File: config.mk
export PLATFORM = sky130hd
export DESIGN_NAME = gs_mixer
export DESIGN_NICKNAME = d
export VERILOG_FILES = /design/src/rtl/gs_mix_pkg.sv /design/src/rtl/gs_mac.sv /design/src/rtl/gs_mixer.sv
export SDC_FILE = /design/constraint.sdc
export NUM_CORES = 1
export LEC_CHECK = 0
export BUFFER_PORTS_ARGS = -buffer_cell sky130_fd_sc_hd__clkbuf_2
export CORE_UTILIZATION = 54
export DETAILED_ROUTE_END_ITERATION = 8
export GPL_ROUTABILITY_DRIVEN = 1
export PLACE_DENSITY_LB_ADDON = 0.1
export SYNTH_ARGS = -nofsm -noshare
export SYNTH_HDL_FRONTEND = slang
export SYNTH_SLANG_ARGS = --single-unit
File: constraint.sdc
create_clock -name clk_sys -period 6 [get_ports clk_sys]
set_clock_uncertainty 0.2 [all_clocks]
set_input_delay 0.3 -clock clk_sys [delete_from_list [all_inputs] [get_ports clk_sys]]
set_output_delay 0.3 -clock clk_sys [all_outputs]
set_load 0.01 [all_outputs]
File: src/rtl/gs_mix_pkg.sv
// Shared defaults, FSM encoding and width helper for the gs_mixer block.
// Imported by the top and by the MAC sub-module.
package gs_mix_pkg;

  localparam int DEF_NUM_CH   = 4;
  localparam int DEF_SAMPLE_W = 8;
  localparam int DEF_VOL_W    = 6;
  localparam int DEF_OUT_W    = 9;

  typedef enum logic [1:0] {
    ST_IDLE    = 2'd0,
    ST_ACCUM   = 2'd1,
    ST_PUBLISH = 2'd2
  } state_e;

  // Ceiling log2. Used for constant widths only.
  function automatic int clog2(input int value);
    int res;
    res = 0;
    for (int i = 0; i < 31; i++) begin
      if ((1 << i) < value) res = i + 1;
    end
    return res;
  endfunction

endpackage

File: src/rtl/gs_mac.sv
// Shared multiplier feeding two independently gated accumulators.
// sum_*_o is the value the accumulator takes on an enabled edge.
module gs_mac
  import gs_mix_pkg::*;
#(
  parameter int SAMPLE_W = DEF_SAMPLE_W,
  parameter int VOL_W    = DEF_VOL_W,
  parameter int ACC_W    = DEF_SAMPLE_W + DEF_VOL_W + 2
) (
  input  logic                clk_sys,
  input  logic                areset_n,
  input  logic                clr_i,
  input  logic                en_i,
  input  logic [SAMPLE_W-1:0] sample_i,
  input  logic [VOL_W-1:0]    vol_i,
  input  logic                add_l_i,
  input  logic                add_r_i,
  output logic [ACC_W-1:0]    sum_l_o,
  output logic [ACC_W-1:0]    sum_r_o
);

  localparam int PROD_W = SAMPLE_W + VOL_W;

  logic [PROD_W-1:0] prod;
  logic [ACC_W-1:0]  acc_l_q, acc_l_d;
  logic [ACC_W-1:0]  acc_r_q, acc_r_d;

  assign prod = PROD_W'(sample_i) * PROD_W'(vol_i);

  always_comb begin
    sum_l_o = acc_l_q + (add_l_i ? ACC_W'(prod) : '0);
    sum_r_o = acc_r_q + (add_r_i ? ACC_W'(prod) : '0);
    acc_l_d = acc_l_q;
    acc_r_d = acc_r_q;
    if (clr_i) begin
      acc_l_d = '0;
      acc_r_d = '0;
    end else if (en_i) begin
      acc_l_d = sum_l_o;
      acc_r_d = sum_r_o;
    end
  end

  always_ff @(posedge clk_sys or negedge areset_n) begin
    if (!areset_n) begin
      acc_l_q <= '0;
      acc_r_q <= '0;
    end else begin
      acc_l_q <= acc_l_d;
      acc_r_q <= acc_r_d;
    end
  end

endmodule

File: src/rtl/gs_mixer.sv
// Multi-channel volume/pan mixer: snapshots inputs on a strobe, accumulates
// one channel per cycle through a shared MAC, then publishes saturated sums.
module gs_mixer
  import gs_mix_pkg::*;
#(
  parameter int NUM_CH   = DEF_NUM_CH,
  parameter int SAMPLE_W = DEF_SAMPLE_W,
  parameter int VOL_W    = DEF_VOL_W,
  parameter int OUT_W    = DEF_OUT_W
) (
  input  logic                       clk_sys,
  input  logic                       areset_n,
  input  logic                       sample_stb,
  input  logic [NUM_CH*SAMPLE_W-1:0] ch_sample,
  input  logic [NUM_CH*VOL_W-1:0]    ch_vol,
  input  logic [NUM_CH-1:0]          pan_l,
  input  logic [NUM_CH-1:0]          pan_r,
  input  logic                       mute,
  input  logic                       overrun_clr,
  output logic [OUT_W-1:0]           out_l,
  output logic [OUT_W-1:0]           out_r,
  output logic                       out_valid,
  output logic                       busy,
  output logic                       overrun
);

  localparam int     IDX_W   = clog2(NUM_CH);
  localparam int     ACC_W   = SAMPLE_W + VOL_W + IDX_W;
  localparam longint OUT_MAX = (64'd1 << OUT_W) - 64'd1;

  state_e                     state_q;
  logic [1:0]                 rst_sync_q;
  logic [NUM_CH*SAMPLE_W-1:0] samp_q;
  logic [NUM_CH*VOL_W-1:0]    vol_q;
  logic [NUM_CH-1:0]          pan_l_q, pan_r_q;
  logic                       mute_q;
  logic [IDX_W-1:0]           ch_idx_q;
  logic [OUT_W-1:0]           out_l_q, out_r_q, out_l_d, out_r_d;
  logic                       out_valid_q, busy_q, overrun_q;

  logic                       accept;
  logic                       last_ch;
  logic [SAMPLE_W-1:0]        cur_sample;
  logic [VOL_W-1:0]           cur_vol;
  logic [ACC_W-1:0]           sum_l, sum_r;

  function automatic logic [OUT_W-1:0] sat(input logic [ACC_W-1:0] acc);
    logic [ACC_W-1:0] sh;
    sh = acc >> VOL_W;
    if (64'(sh) > OUT_MAX) return '1;
    return OUT_W'(sh);
  endfunction

  // Deassertion is retimed so a strobe cannot race the reset release.
  always_ff @(posedge clk_sys or negedge areset_n) begin
    if (!areset_n) rst_sync_q <= 2'b00;
    else           rst_sync_q <= {rst_sync_q[0], 1'b1};
  end

  assign accept     = sample_stb && rst_sync_q[1] && (state_q == ST_IDLE);
  assign last_ch    = (ch_idx_q == IDX_W'(NUM_CH - 1));
  assign cur_sample = samp_q[int'(ch_idx_q)*SAMPLE_W +: SAMPLE_W];
  assign cur_vol    = vol_q[int'(ch_idx_q)*VOL_W +: VOL_W];

  gs_mac #(
    .SAMPLE_W(SAMPLE_W),
    .VOL_W   (VOL_W),
    .ACC_W   (ACC_W)
  ) u_mac (
    .clk_sys (clk_sys),
    .areset_n(areset_n),
    .clr_i   (accept),
    .en_i    (state_q == ST_ACCUM),
    .sample_i(cur_sample),
    .vol_i   (cur_vol),
    .add_l_i (pan_l_q[ch_idx_q]),
    .add_r_i (pan_r_q[ch_idx_q]),
    .sum_l_o (sum_l),
    .sum_r_o (sum_r)
  );

  // Published values are taken from the MAC sums on the last channel's edge,
  // so the result is already registered during the PUBLISH cycle.
  always_comb begin
    out_l_d = mute_q ? '0 : sat(sum_l);
    out_r_d = mute_q ? '0 : sat(sum_r);
  end

  always_ff @(posedge clk_sys or negedge areset_n) begin
    if (!areset_n) begin
      state_q     <= ST_IDLE;
      samp_q      <= '0;
      vol_q       <= '0;
      pan_l_q     <= '0;
      pan_r_q     <= '0;
      mute_q      <= 1'b0;
      ch_idx_q    <= '0;
      out_l_q     <= '0;
      out_r_q     <= '0;
      out_valid_q <= 1'b0;
      busy_q      <= 1'b0;
      overrun_q   <= 1'b0;
    end else begin
      out_valid_q <= 1'b0;
      if (sample_stb && busy_q) overrun_q <= 1'b1;
      else if (overrun_clr)     overrun_q <= 1'b0;

      case (state_q)
        ST_IDLE: begin
          if (accept) begin
            samp_q   <= ch_sample;
            vol_q    <= ch_vol;
            pan_l_q  <= pan_l;
            pan_r_q  <= pan_r;
            mute_q   <= mute;
            ch_idx_q <= '0;
            busy_q   <= 1'b1;
            state_q  <= ST_ACCUM;
          end
        end
        ST_ACCUM: begin
          if (last_ch) begin
            out_l_q     <= out_l_d;
            out_r_q     <= out_r_d;
            out_valid_q <= 1'b1;
            state_q     <= ST_PUBLISH;
          end else begin
            ch_idx_q <= ch_idx_q + IDX_W'(1);
          end
        end
        ST_PUBLISH: begin
          busy_q   <= 1'b0;
          ch_idx_q <= '0;
          state_q  <= ST_IDLE;
        end
        default: begin
          busy_q  <= 1'b0;
          state_q <= ST_IDLE;
        end
      endcase
    end
  end

  assign out_l     = out_l_q;
  assign out_r     = out_r_q;
  assign out_valid = out_valid_q;
  assign busy      = busy_q;
  assign overrun   = overrun_q;

endmodule

==> results.md <==
* Compound-Gate Fraction of Synth Area at about 15%
* Most frequent cells in the layout: dfrtp_1 (123), clkbuf_2 (88), buf_4 (75), dlygate4sd3_1 (68), mux2_2 (66)
* Num CTS Buffers at 17
* Syn Nets at between 900 and 1000
* Critical Path Fanout Max at 6
* Final setup viols at 0
* Setup CP Type: reg -> reg
* Fin crit period at approximately 5900 ps
* Via count at between 6000 and 7000
* Fin. max-slew vios at 0
* Die area at approximately 16000 um^2
* Overflow after GRT at 0
* Drt wl/cell at about 19 um
* Post-synth EDFFs at 0
* Pin count of the biggest net entering global routing at 79
* Die Height at between 100 and 150 um
* I/O pin total at 90
* Via/cell ratio at between 5 and 6
* Hold/Removal Path Class: in -> reg
* GP Congestion at around 0.92
* Critical Path AT at roughly 6000 ps
* NumNets Final at approximately 1200
* Max transition margin at 36.2%
* MaxCap Viol Count at 0
* Detail Route Antenna Nets at 0
* Fill cell count at 962
* Synth Area in Simple Gates at 12.6%
* Mux cell area share after synthesis at 13.7%
* Fin crit share at ~99%
* Yosys reg bits at approximately 120
* Commonest non-fill, non-tap cell in the layout: dfrtp_1
* Syn_area_per_cell at 10.5 um^2
* Initial antenna violation count at 0
* First-pass GRT wire length at roughly 36000 um
* Area growth, synth to finish at 36.7%
* Final hold violations at 0
* Tot GR Track Use at 29.7%
* Least-Margin Pin Slew at ~960 ps
* Critical path startpoint category: register
* Vias in the first global route at between 7000 and 8000
* Core area at 14800 um^2
* H-tree depth at 4
* Share of layout cells above drive strength 1 at 38.1%
* Design area at 11300 um^2
* # rows at 44
* First-iteration detailed-routing DRC count at around 330
* Fraction of registers with async set/reset at 100%
* Largest family of logic cells by synthesized area: compound AO/OA/AOI/OAI gates
* Root Buffer: clkbuf_16
* Placed cell area at between 9000 and 10000 um^2
* Initial Util at between 50 and 60%
* Sink Count at between 100 and 150
* Crit. End Element: register
* DP Wirelength at 15200 um
* Sequential element share of the synthesized area at a little under two fifths
* FF-to-FF path depth at 24
* Ant. Diodes at 0
* Dominant synthesized flop cell: dfrtp_1
* DRC violations left at 0
* Clk slew on worst S/H paths at roughly 60 ps
* Synth warnings at 0
* Synthesized area at ~8300 um^2
* Max clock buf depth at 2
* Worst Path Required at between 6000 and 7000 ps
* Synth Area in XOR/XNOR at roughly 2.8%
* RSZ-0062 raised after global routing: true
* Netlist cell types at a little over 60
* CTS tree: yes
* Worst Hold Depth at 4
* Top achievable clock speed at between 150 and 200 MHz
* WL final at 23100 um
* Mapped Cells at ~790
* Port Buffers at 89
* Clock insertion delay at the later pin of the skew report at ~430 ps
* Die Wd at around 130 um
* DRT Pass-1 Iters at 5
* Status: finished clean
* Post-Synth Adder-Cell Area at around 14%
## worst paths after layout
check,startpoint,end,slack [ps]
worst max register to register,ch_idx_q[0],out_l[8],80
worst min-delay path,sample_stb,state_q[0],100
max in group asynchronous,areset_n,ch_idx_q[0],3920
worst max-delay path,ch_idx_q[0],out_l[8],80
worst min register to register,rst_sync_q[0],rst_sync_q[1],150
min in group asynchronous,areset_n,out_r[7],240
## registers in the layout, indices dropped and copies added (netlist names), 4 cells and up
signal / flops
pan_l_q: 4
u_mac.acc_l_q: 16
vol_q: 24
u_mac.acc_r_q: 16
out_r: 9
out_l: 9
pan_r_q: 4
samp_q: 32
## logic make-up (layout without fill, tap and decap cells)
logic type,Yosys count,in the layout
other,1,1
buffers and inverters,83,322
flip-flops,124,124
adder cells (fa/ha/maj),78,78
multiplexers,85,85
AND/OR/NAND/NOR,204,204
XOR/XNOR,24,24
AO/OA/AOI/OAI,189,189
## metal layers
| layer | vias to the layer above | part of all wire [%] | global-route usage (%) |
|---|---|---|---|
| li1 | 3270 | - | - |
| met1 | 3354 | 40 | 33.6 |
| met2 | 197 | 52 | 53.3 |
| met3 | 60 | 4.1 | 6.33 |
| met4 | 0 | 3.5 | 13.9 |
| met5 | - | 0 | 0 |
## Yosys cell counts (7+ instances only)
master	n	area share [%]
dfrtp_1	124	37
nand2_1	68	3.1
mux2_2	66	9.0
and2_1	58	4.4
ha_1	51	7.7
a21oi_1	46	2.8
inv_1	46	2.1
o21ai_0	42	2.5
fa_1	27	6.5
nor2_1	24	1.1
clkbuf_1	20	0.90
a21o_1	18	1.6
xnor2_1	17	1.8
mux4_2	16	4.3
a31oi_1	14	1.1
buf_2	14	0.84
a22o_1	12	1.3
nor3_1	11	0.66
nand3_1	9	0.54
nand4_1	7	0.53
o21bai_1	7	0.63
## through the flow
stage	setup WS [ps]	hold WS, ps	cells	util [%]	TNS (ps)
after floorplan	26.5	-196	788	-	0
after global placement	-204	134	1092	63.6	-1870
after detailed placement	-258	137	1092	63.6	-3110
after CTS	1.73	99.9	1205	74.2	0
after global routing	-99.2	108	1211	76.9	-1080
final	77.9	104	1211	76.9	0
## area by class of cell
| cell class | instances | area [um^2] | share of cell area, % |
|---|---|---|---|
| Clock buffer | 18 | 429 | 3.78 |
| Inverter | 46 | 173 | 1.52 |
| Timing Repair Buffer | 244 | 1860 | 16.4 |
| Tap cell | 184 | 230 | 2.03 |
| Clock inverter | 14 | 160 | 1.41 |
| Multi-Input combinational cell | 581 | 5400 | 47.5 |
| Sequential cell | 124 | 3100 | 27.4 |
## what timing repair did
action,CTS,global route
gates cloned,1,0
hold endpoints to repair,112,0
setup buffers,12,8
pin swaps,27,70
hold buffers,68,0
resized for setup,40,79
endpoints found under the setup margin,26,32
## critical path, stage by stage (launching register included)
cell       delay (ps)
dfrtp_2           430
buf_12            150
mux4_2            590
buf_6             160
and2_4            150
fa_1              490
fa_1              520
inv_1              50
fa_1              490
inv_2              50
ha_4              280
buf_6             120
nand2_4            50
nor2_4            130
o2bb2ai_4         130
nand4b_1          140
o211ai_1          160
ha_1              320
buf_4             170
nand3_1            80
a21oi_1            70
a311o_1           320
a31o_2            260
xnor2_2           180
o211ai_1          110
Power is not shown: default switching activity piles up to over one toggle a cycle in this logic, so the estimate is an artifact.
